## src/rtl/mul_share_ctrl_pkg.sv

```systemverilog
// mul_share_ctrl_pkg: shared state encodings, default width and client helpers
// for the shared repeated-addition multiplier controller.
package mul_share_ctrl_pkg;

    localparam int MUL_WIDTH = 16;

    localparam logic [2:0] IDLE = 3'd0;
    localparam logic [2:0] LDA  = 3'd1;
    localparam logic [2:0] LDB  = 3'd2;
    localparam logic [2:0] ADD  = 3'd3;
    localparam logic [2:0] DONE = 3'd4;

    function automatic logic [1:0] client_mask(input logic id);
        return id ? 2'b10 : 2'b01;
    endfunction

endpackage

```

## src/rtl/mul_share_ctrl_if.sv

```systemverilog
// mul_share_ctrl_if: client request/ack bus plus the datapath control bus.
// master is the controller's view; slave is the clients' and datapath's view.
interface mul_share_ctrl_if import mul_share_ctrl_pkg::*; #(parameter int WIDTH = MUL_WIDTH);

    logic [1:0]       req;
    logic [1:0]       ack;
    logic [WIDTH-1:0] opa0;
    logic [WIDTH-1:0] opb0;
    logic [WIDTH-1:0] opa1;
    logic [WIDTH-1:0] opb1;
    logic [WIDTH-1:0] prod;
    logic             busy;
    logic [WIDTH-1:0] data_in;
    logic             LdA;
    logic             LdB;
    logic             LdP;
    logic             clrP;
    logic             decB;
    logic             eqz;
    logic [WIDTH-1:0] Y;

    modport master (
        input  req, opa0, opb0, opa1, opb1, eqz, Y,
        output ack, prod, busy, data_in, LdA, LdB, LdP, clrP, decB
    );

    modport slave (
        output req, opa0, opb0, opa1, opb1, eqz, Y,
        input  ack, prod, busy, data_in, LdA, LdB, LdP, clrP, decB
    );

endinterface

```

## src/rtl/mul_share_ctrl_rr_arb2.sv

```systemverilog
// rr_arb2: combinational two-way round-robin arbiter; on contention the
// client that was not served last wins.
module rr_arb2 (
    input  logic [1:0] req,
    input  logic       last,
    output logic       grant_valid,
    output logic       grant_id
);

    assign grant_valid = |req;
    assign grant_id    = (req == 2'b11) ? ~last : req[1];

endmodule

```

## src/rtl/mul_share_ctrl.sv

```systemverilog
// mul_share_ctrl: round-robin sequencer that shares one repeated-addition
// multiplier datapath between two clients and returns products with an ack pulse.
module mul_share_ctrl import mul_share_ctrl_pkg::*; #(parameter int WIDTH = MUL_WIDTH) (
    input logic               clk,
    input logic               rst,
    mul_share_ctrl_if.master  bus
);

    logic [2:0]       state;
    logic [2:0]       state_nxt;
    logic             owner;
    logic             last;
    logic [WIDTH-1:0] a_q;
    logic [WIDTH-1:0] b_q;
    logic             grant_valid;
    logic             grant_id;
    logic             grant;

    rr_arb2 u_arb (
        .req         (bus.req),
        .last        (last),
        .grant_valid (grant_valid),
        .grant_id    (grant_id)
    );

    assign grant = (state == IDLE) && grant_valid;

    always_comb begin
        state_nxt = (state == IDLE) ? (grant_valid ? LDA : IDLE) :
                    (state == LDA)  ? LDB :
                    (state == LDB)  ? ADD :
                    (state == ADD)  ? (bus.eqz ? DONE : ADD) :
                                      IDLE;
    end

    // Operands are latched at grant so clients may change them mid-job.
    always_ff @(posedge clk or posedge rst) begin
        if (rst) begin
            state <= IDLE;
            owner <= 1'b0;
            last  <= 1'b1;
            a_q   <= '0;
            b_q   <= '0;
        end else begin
            state <= state_nxt;
            if (grant) begin
                owner <= grant_id;
                last  <= grant_id;
                a_q   <= grant_id ? bus.opa1 : bus.opa0;
                b_q   <= grant_id ? bus.opb1 : bus.opb0;
            end
        end
    end

    assign bus.LdA     = (state == LDA);
    assign bus.LdB     = (state == LDB);
    assign bus.clrP    = (state == LDB);
    assign bus.LdP     = (state == ADD) && !bus.eqz;
    assign bus.decB    = (state == ADD) && !bus.eqz;
    assign bus.data_in = (state == LDA) ? a_q : (state == LDB) ? b_q : '0;
    assign bus.ack     = (state == DONE) ? client_mask(owner) : 2'b00;
    assign bus.prod    = (state == DONE) ? bus.Y : '0;
    assign bus.busy    = (state != IDLE);

endmodule

```

## src/flat_wrapper.sv

```systemverilog
// flat-port wrapper written by rule: the top's interface ports become plain ports
module mul_share_ctrl_flat import mul_share_ctrl_pkg::*;
#(parameter int WIDTH = MUL_WIDTH)
  (clk, rst, bus_req, bus_opa0, bus_opb0, bus_opa1, bus_opb1, bus_eqz, bus_Y, bus_ack, bus_prod, bus_busy, bus_data_in, bus_LdA, bus_LdB, bus_LdP, bus_clrP, bus_decB);
  mul_share_ctrl_if #(.WIDTH(WIDTH)) bus_i ();
  input logic clk;
  input logic rst;
  input wire logic [$bits(bus_i.req)-1:0] bus_req;
  input wire logic [$bits(bus_i.opa0)-1:0] bus_opa0;
  input wire logic [$bits(bus_i.opb0)-1:0] bus_opb0;
  input wire logic [$bits(bus_i.opa1)-1:0] bus_opa1;
  input wire logic [$bits(bus_i.opb1)-1:0] bus_opb1;
  input wire logic [$bits(bus_i.eqz)-1:0] bus_eqz;
  input wire logic [$bits(bus_i.Y)-1:0] bus_Y;
  output wire logic [$bits(bus_i.ack)-1:0] bus_ack;
  output wire logic [$bits(bus_i.prod)-1:0] bus_prod;
  output wire logic [$bits(bus_i.busy)-1:0] bus_busy;
  output wire logic [$bits(bus_i.data_in)-1:0] bus_data_in;
  output wire logic [$bits(bus_i.LdA)-1:0] bus_LdA;
  output wire logic [$bits(bus_i.LdB)-1:0] bus_LdB;
  output wire logic [$bits(bus_i.LdP)-1:0] bus_LdP;
  output wire logic [$bits(bus_i.clrP)-1:0] bus_clrP;
  output wire logic [$bits(bus_i.decB)-1:0] bus_decB;
  assign bus_i.req = bus_req;
  assign bus_i.opa0 = bus_opa0;
  assign bus_i.opb0 = bus_opb0;
  assign bus_i.opa1 = bus_opa1;
  assign bus_i.opb1 = bus_opb1;
  assign bus_i.eqz = bus_eqz;
  assign bus_i.Y = bus_Y;
  assign bus_ack = bus_i.ack;
  assign bus_prod = bus_i.prod;
  assign bus_busy = bus_i.busy;
  assign bus_data_in = bus_i.data_in;
  assign bus_LdA = bus_i.LdA;
  assign bus_LdB = bus_i.LdB;
  assign bus_LdP = bus_i.LdP;
  assign bus_clrP = bus_i.clrP;
  assign bus_decB = bus_i.decB;
  mul_share_ctrl #(.WIDTH(WIDTH)) u_core (.clk(clk), .rst(rst), .bus(bus_i));
endmodule
```

## config.mk

```make
export PLATFORM = sky130hd
export DESIGN_NAME = mul_share_ctrl_flat
export DESIGN_NICKNAME = d
export VERILOG_FILES = /design/src/rtl/mul_share_ctrl_pkg.sv /design/src/rtl/mul_share_ctrl_if.sv /design/src/rtl/mul_share_ctrl_rr_arb2.sv /design/src/rtl/mul_share_ctrl.sv /design/src/flat_wrapper.sv
export SDC_FILE = /design/constraint.sdc
export NUM_CORES = 1
export LEC_CHECK = 0
export CORE_MARGIN = 4
export CORE_UTILIZATION = 39
export DETAILED_ROUTE_END_ITERATION = 10
export HOLD_SLACK_MARGIN = 0.06
export PLACE_DENSITY_LB_ADDON = 0.05
export SYNTH_ARGS = -nofsm -noshare
export SYNTH_HDL_FRONTEND = slang
export SYNTH_HIERARCHICAL = 1
export SYNTH_SLANG_ARGS = --single-unit
```

## constraint.sdc

```tcl
create_clock -name clk -period 2.13 [get_ports clk]
set_input_delay 0.5325 -clock clk [delete_from_list [all_inputs] [get_ports clk]]
set_output_delay 0.5325 -clock clk [all_outputs]
set_load 0.005 [all_outputs]
```

==> out/metrics.cfg, run 1 <==
[route]
first_pass_iters = 4
vias = 1925
drtIter0Drc = 61
drt-total-wl_um = 6190
ant_nets = 0
via_per_inst = 4.82
drc_errors = 0
detail_route.wl_per_cell_um = 15.5

[yosys]
synthAdderAreaFrac_pct = 0
syn_area_per_cell_um2 = 13.5
synth_mux_area_share_pct = 36.3
synth.distinct_cells = 24
synth_top_area_cell = dfrtp_1
synth_top_area_share_pct = 40.0
ys_seq_elements = 37
synth_cells = 167
synth_top_family_by_area = multiplexers
synth_xor_xnor_area_share_pct = 0
synth_nets = 252
synth_compound_area_share_pct = 7.83
ys_seq_area_share_pct = 41.2
synthSimpleGateAreaFrac_pct = 9.56
yosysWarningCount = 6
yosys-top-cells-area = dfrtp_1 40%, mux2_2 23%, mux2_4 13%, a22o_1 6.2%, and2_1 4.7%
syn_area_um2 = 2250

[power_and_ir_drop]
powerDensity_nw_per_um2 = 1110
power_w = 0.00432
clkPwrFrac_pct = 12.3
share_comb_of_total_power_pct = 57.0
pwr-share-seq_pct = 30.7
switchingPower_w = 0.00130
leakage_nw = 1.81
p_int_w = 0.00301
switching_share_pct = 30.2
vdd_ir_drop_max_mv = 0.558

[floorplanning]
die_h_um = 84.0
io_pins = 125
die_area_um2 = 7050
initial_core_util_pct = 40.7
coreArea_um2 = 5540
fp.dieW_um = 84.0
num_rows = 27

[sta]
setup_ws_ps = -94.7
max_slew.worst_pin.slew_ps = 324
fin_crit_ps = 2220
setup_viol = 16
relSlewSlack_pct = 78.4
period_share_pct = 104
hold_ws_ps = 512
drv_slew = 0
fmax_ghz = 0.449
tns_ps = -969
rsz0062_at_grt = yes
fin_skew_ps = 2.64
hold_viol_final = 0

[clocking]
clockRootBuffer = clkbuf_8
clock_sinks = 37
cts.path.max_buffers = 2
cts_tree = built
numCtsBuffers = 5
insertion_delay_ps = 290
holdBufCountCts = 0
cts-htree-levels = 2
cts.clk_slew.worst_paths_ps = 70

[grt]
grt_antenna_before_repair = 0
grt_usage_pct = 17.7
grt_max_degree = 27
grt_overflow = 0
grt_pass1_wl_um = 10100
grt_pass1_vias = 1979

[cells_and_area]
area_delta_synth_final_pct = 73.1
final_common_cell = clkdlybuf4s50_1
post-route-util_pct = 70.4
drive_gt1_share_pct = 46.2
layout_common_cells = 84 x clkdlybuf4s50_1, 46 x mux2_2, 33 x dfrtp_1
nFillCells = 424
nNetsFinal = 411
num_antenna_cells = 0

[flow_run]
drv_cap = 0

[setup_path]
worstSetupPathType = flip-flop to output port
crit_cells = 6
cp_top_family = buffers and inverters
worstPathCellList = nor3b_2 -> buf_4 -> buf_4 -> buf_4 -> and2_1 -> dlygate4sd2_1
crit_fanout = 6
endpoint_kind = output port
worstSetupStartpointType = flip-flop
worst_path_max_delay_cell = dfrtp_2
critPathMostFrequentCell = buf_4
reg2reg_depth = 5
max_stage_delay_ps = 440
critPathArrivalTime_ps = 1690
worst-path-buf-inv = 4
required_ps = 1600

[placement]
place.gp.congestion = 0.842
io_buffers = 124
hpwl_um = 4460
pre_cts_ws_ps = -164

[worst_hold_path]
hold_class = flip-flop to flip-flop
min_path_cells = 1

[outcome]
violations = setup timing
outcome = finished with violations

## per-layer routing
metal  global-route usage (%)  vias up  wire, um
met4                     4.68        0        82
met2                     28.3       87      2860
met3                     5.33        8       480
met1                     23.5      909      2760
li1                         -      921         -
met5                        0        -         0
## flip-flops by register name, summed over array words and instances, names as in the netlist
register      flops
u_core/a_q       16
u_core/b_q       16
u_core/state      3
u_core/last       1
u_core/owner      1
## cells by family (layout without fill, tap and decap cells)
| kind of cell | Yosys count | count (layout) |
|---|---|---|
| muxes | 66 | 66 |
| AOI/OAI and AO/OA | 21 | 21 |
| and+or+nand+nor | 27 | 27 |
| DFF | 37 | 37 |
| buffers and inverters | 16 | 176 |
## synth_stat cells, drive strengths merged
library cell and count:
nor2b 1, a21bo 1, a21oi 1, and4b 1, dfstp 1, dfrtp 36, inv 1, o21bai 1
a21boi 1, clkbuf 4, or3 1, nor3b 3, a31oi 1, and4bb 1, or2 1, buf 11
and2 17, nand2b 1, nor4b 1, mux2 66, a22o 16
## metrics by stage
stage               area [um^2]  instances
floorplan                  2250        167
global placement           3640        364
detailed placement         3640        364
CTS                        3900        396
global route               3900        399
finish                     3900        399
## repair_timing
item / 4_1_cts / 5_1_grt
setup buffers: 24 / 8
pin swaps: 12 / 7
resized for setup: 118 / 10
cloned: 1 / 0
endpoints found under the hold margin: 0 / 0
endpoints found under the setup margin: 40 / 30
## power groups by stage
stage	clock, W	combinational [W]	sequential (W)
after floorplan	0	0.00137	0.00122
after global placement	0	0.00219	0.00132
after detailed placement	0	0.00221	0.00132
after CTS	0.000546	0.00243	0.00132
after global routing	0.000586	0.00266	0.00137
final	0.000531	0.00246	0.00132
## area by class of cell
type / instances / area, um^2 / area share, %
Timing Repair Buffer: 167 / 1540 / 39.4
Sequential cell: 37 / 931 / 23.9
Inverter: 1 / 3.75 / 0.0963
Clock buffer: 7 / 96.3 / 2.47
Tap cell: 72 / 90.1 / 2.31
Multi-Input combinational cell: 114 / 1240 / 31.7
Clock inverter: 1 / 5.00 / 0.128
## worst paths after layout
path	startpoint	slack (ps)	endpoint
worst max-delay path	u_core/state[2]	-90	bus_prod[5]
worst min-delay path	u_core/a_q[5]	510	u_core/a_q[5]
worst max register to register	u_core/state[2]	320	u_core/a_q[8]
worst min register to register	u_core/a_q[5]	510	u_core/a_q[5]
max in group asynchronous	rst	1260	u_core/b_q[13]
min in group asynchronous	rst	550	u_core/b_q[8]
## worst register-to-register path: cells and delay by family, from the launching register on
kind | cells | cell delay, ps
flops | 1 | 440
buf+inv | 3 | 540
simple gates | 1 | 360
mux | 1 | 350
Power figures use the tool's default switching activity.
==> run 2: changes to the inputs <==
- SETUP_SLACK_MARGIN: default -> 0.1
==> run 2 against run 1 <==
Against the previous run: the run still ends with setup timing left; non-clock buffer count grew 12; die area is the same; clock-buffer cell count is the same; first-iteration DRC count shrank 31%; sequential cell count is the same; largest power group unchanged; highest routed layer unchanged.
==> out/metrics.cfg, run 2 (synthesis gave the netlist of run 1 again) <==
[outcome]
outcome = finished with violations
violations = setup timing

[power_and_ir_drop]
p_int_w = 0.00320
share_comb_of_total_power_pct = 59.1
switchingPower_w = 0.00137
powerDensity_nw_per_um2 = 1100
leakage_nw = 1.89
vdd_ir_drop_max_mv = 0.595
pwr-share-seq_pct = 29.2
clkPwrFrac_pct = 11.7
switching_share_pct = 30.0

[sta]
rsz0062_at_grt = yes
period_share_pct = 103
hold_viol_final = 0
fin_skew_ps = 4.90
hold_ws_ps = 513
tns_ps = -829
drv_slew = 0
fmax_ghz = 0.455
max_slew.worst_pin.slew_ps = 333
relSlewSlack_pct = 77.7
setup_viol = 17
fin_crit_ps = 2200
setup_ws_ps = -69.4

[placement]
place.gp.congestion = 0.842
io_buffers = 124
dp_cells = 364
pre_cts_ws_ps = -164
hpwl_um = 4460

[setup_path]
worstSetupPathType = flip-flop to output port
critPathArrivalTime_ps = 1670
crit_fanout = 4
endpoint_kind = output port
worstSetupStartpointType = flip-flop
required_ps = 1600

[cells_and_area]
nFillCells = 373
area_delta_synth_final_pct = 84.4
reg_top3 = u_core/a_q: 16 flops, u_core/b_q: 16 flops, u_core/state: 3 flops
layout_common_cells = 83 x clkdlybuf4s50_1, 49 x buf_6, 46 x mux2_2
nNetsFinal = 423
num_antenna_cells = 0
stdcell_count = 411
post-route-util_pct = 75.0
drive_gt1_share_pct = 58.1
final_common_cell = clkdlybuf4s50_1

[grt]
grt_max_degree = 27
grt_pass1_wl_um = 10300
grt_overflow = 0
grt_antenna_before_repair = 0
grt_pass1_vias = 2009
grt_usage_pct = 18.1

[route]
vias = 1952
drtIter0Drc = 42
ant_nets = 0
detail_route.wl_per_cell_um = 15.9
drc_errors = 0
first_pass_iters = 4
drt-total-wl_um = 6550
via_per_inst = 4.75

[floorplanning]
num_rows = 27
io_pins = 125
die_area_um2 = 7050
fp.dieW_um = 84.0
die_h_um = 84.0
initial_core_util_pct = 40.7
coreArea_um2 = 5540

[clocking]
cts.clk_slew.worst_paths_ps = 70
cts_tree = built
clock_sinks = 37
clockRootBuffer = clkbuf_8
numCtsBuffers = 5
insertion_delay_ps = 290
cts-htree-levels = 2
holdBufCountCts = 0
cts.path.max_buffers = 2

[flow_run]
drv_cap = 0

[worst_hold_path]
hold_class = flip-flop to flip-flop

-- run 2: repair_timing --
item / 4_1_cts / 5_1_grt
setup endpoints to repair: 40 / 41
setup buffers: 30 / 9
cloned: 2 / 0
pin swaps: 30 / 15
gates resized for setup: 198 / 36
-- run 2: layout make-up --
cell class              instances  area (um^2)  area share (%)
clock buffers                   7         96.3            2.32
clock inverters                 1         5.00           0.120
inverters                       1         3.75          0.0904
multi-input cells             114         1290            31.0
flip-flops and latches         37          931            22.4
well taps                      72         90.1            2.17
repair buffers                179         1740            41.9
-- run 2: critical path: stages (launching register included) --
cell and delay [ps]:
dfrtp_2 450, buf_6 140, nor3b_4 190, buf_4 140, buf_6 100, buf_4 110, a22o_1 130, buf_2 110
-- run 2: power groups by stage --
stage                     Clock [W]  Sequential, W  Combinational [W]
after floorplan                   0        0.00122            0.00137
after global placement            0        0.00132            0.00219
after detailed placement          0        0.00132            0.00221
after CTS                  0.000546        0.00134            0.00255
after global routing       0.000588        0.00139            0.00291
final                      0.000535        0.00134            0.00270
-- run 2: layer usage --
metal	vias up	share of wire [%]	track usage, %	routed length [um]
met4	0	0.89	3.95	58
li1	948	-	-	-
met2	89	46	28.6	3030
met5	-	0	0	0
met3	6	7.9	5.43	520
met1	909	45	24.5	2940
-- run 2: path summary, 6_finish.rpt --
| kind | slack [ps] | cells after the start | endpoint | startpoint |
|---|---|---|---|---|
| min in group asynchronous | 550 | 3 | u_core/owner | rst |
| max in group asynchronous | 1260 | 3 | u_core/a_q[13] | rst |
| setup reg to reg | 190 | 6 | u_core/a_q[13] | u_core/state[2] |
| hold / removal | 510 | 1 | u_core/a_q[5] | u_core/a_q[5] |
| hold reg to reg | 510 | 1 | u_core/a_q[5] | u_core/a_q[5] |
| setup / recovery | -70 | 7 | bus_data_in[14] | u_core/state[2] |
-- run 2: stage by stage --
step                      total power [W]  area [um^2]
after global routing              0.00489         4150
final                             0.00458         4150
after floorplan                   0.00259         2250
after global placement            0.00351         3640
after detailed placement          0.00354         3640
after CTS                         0.00444         3990
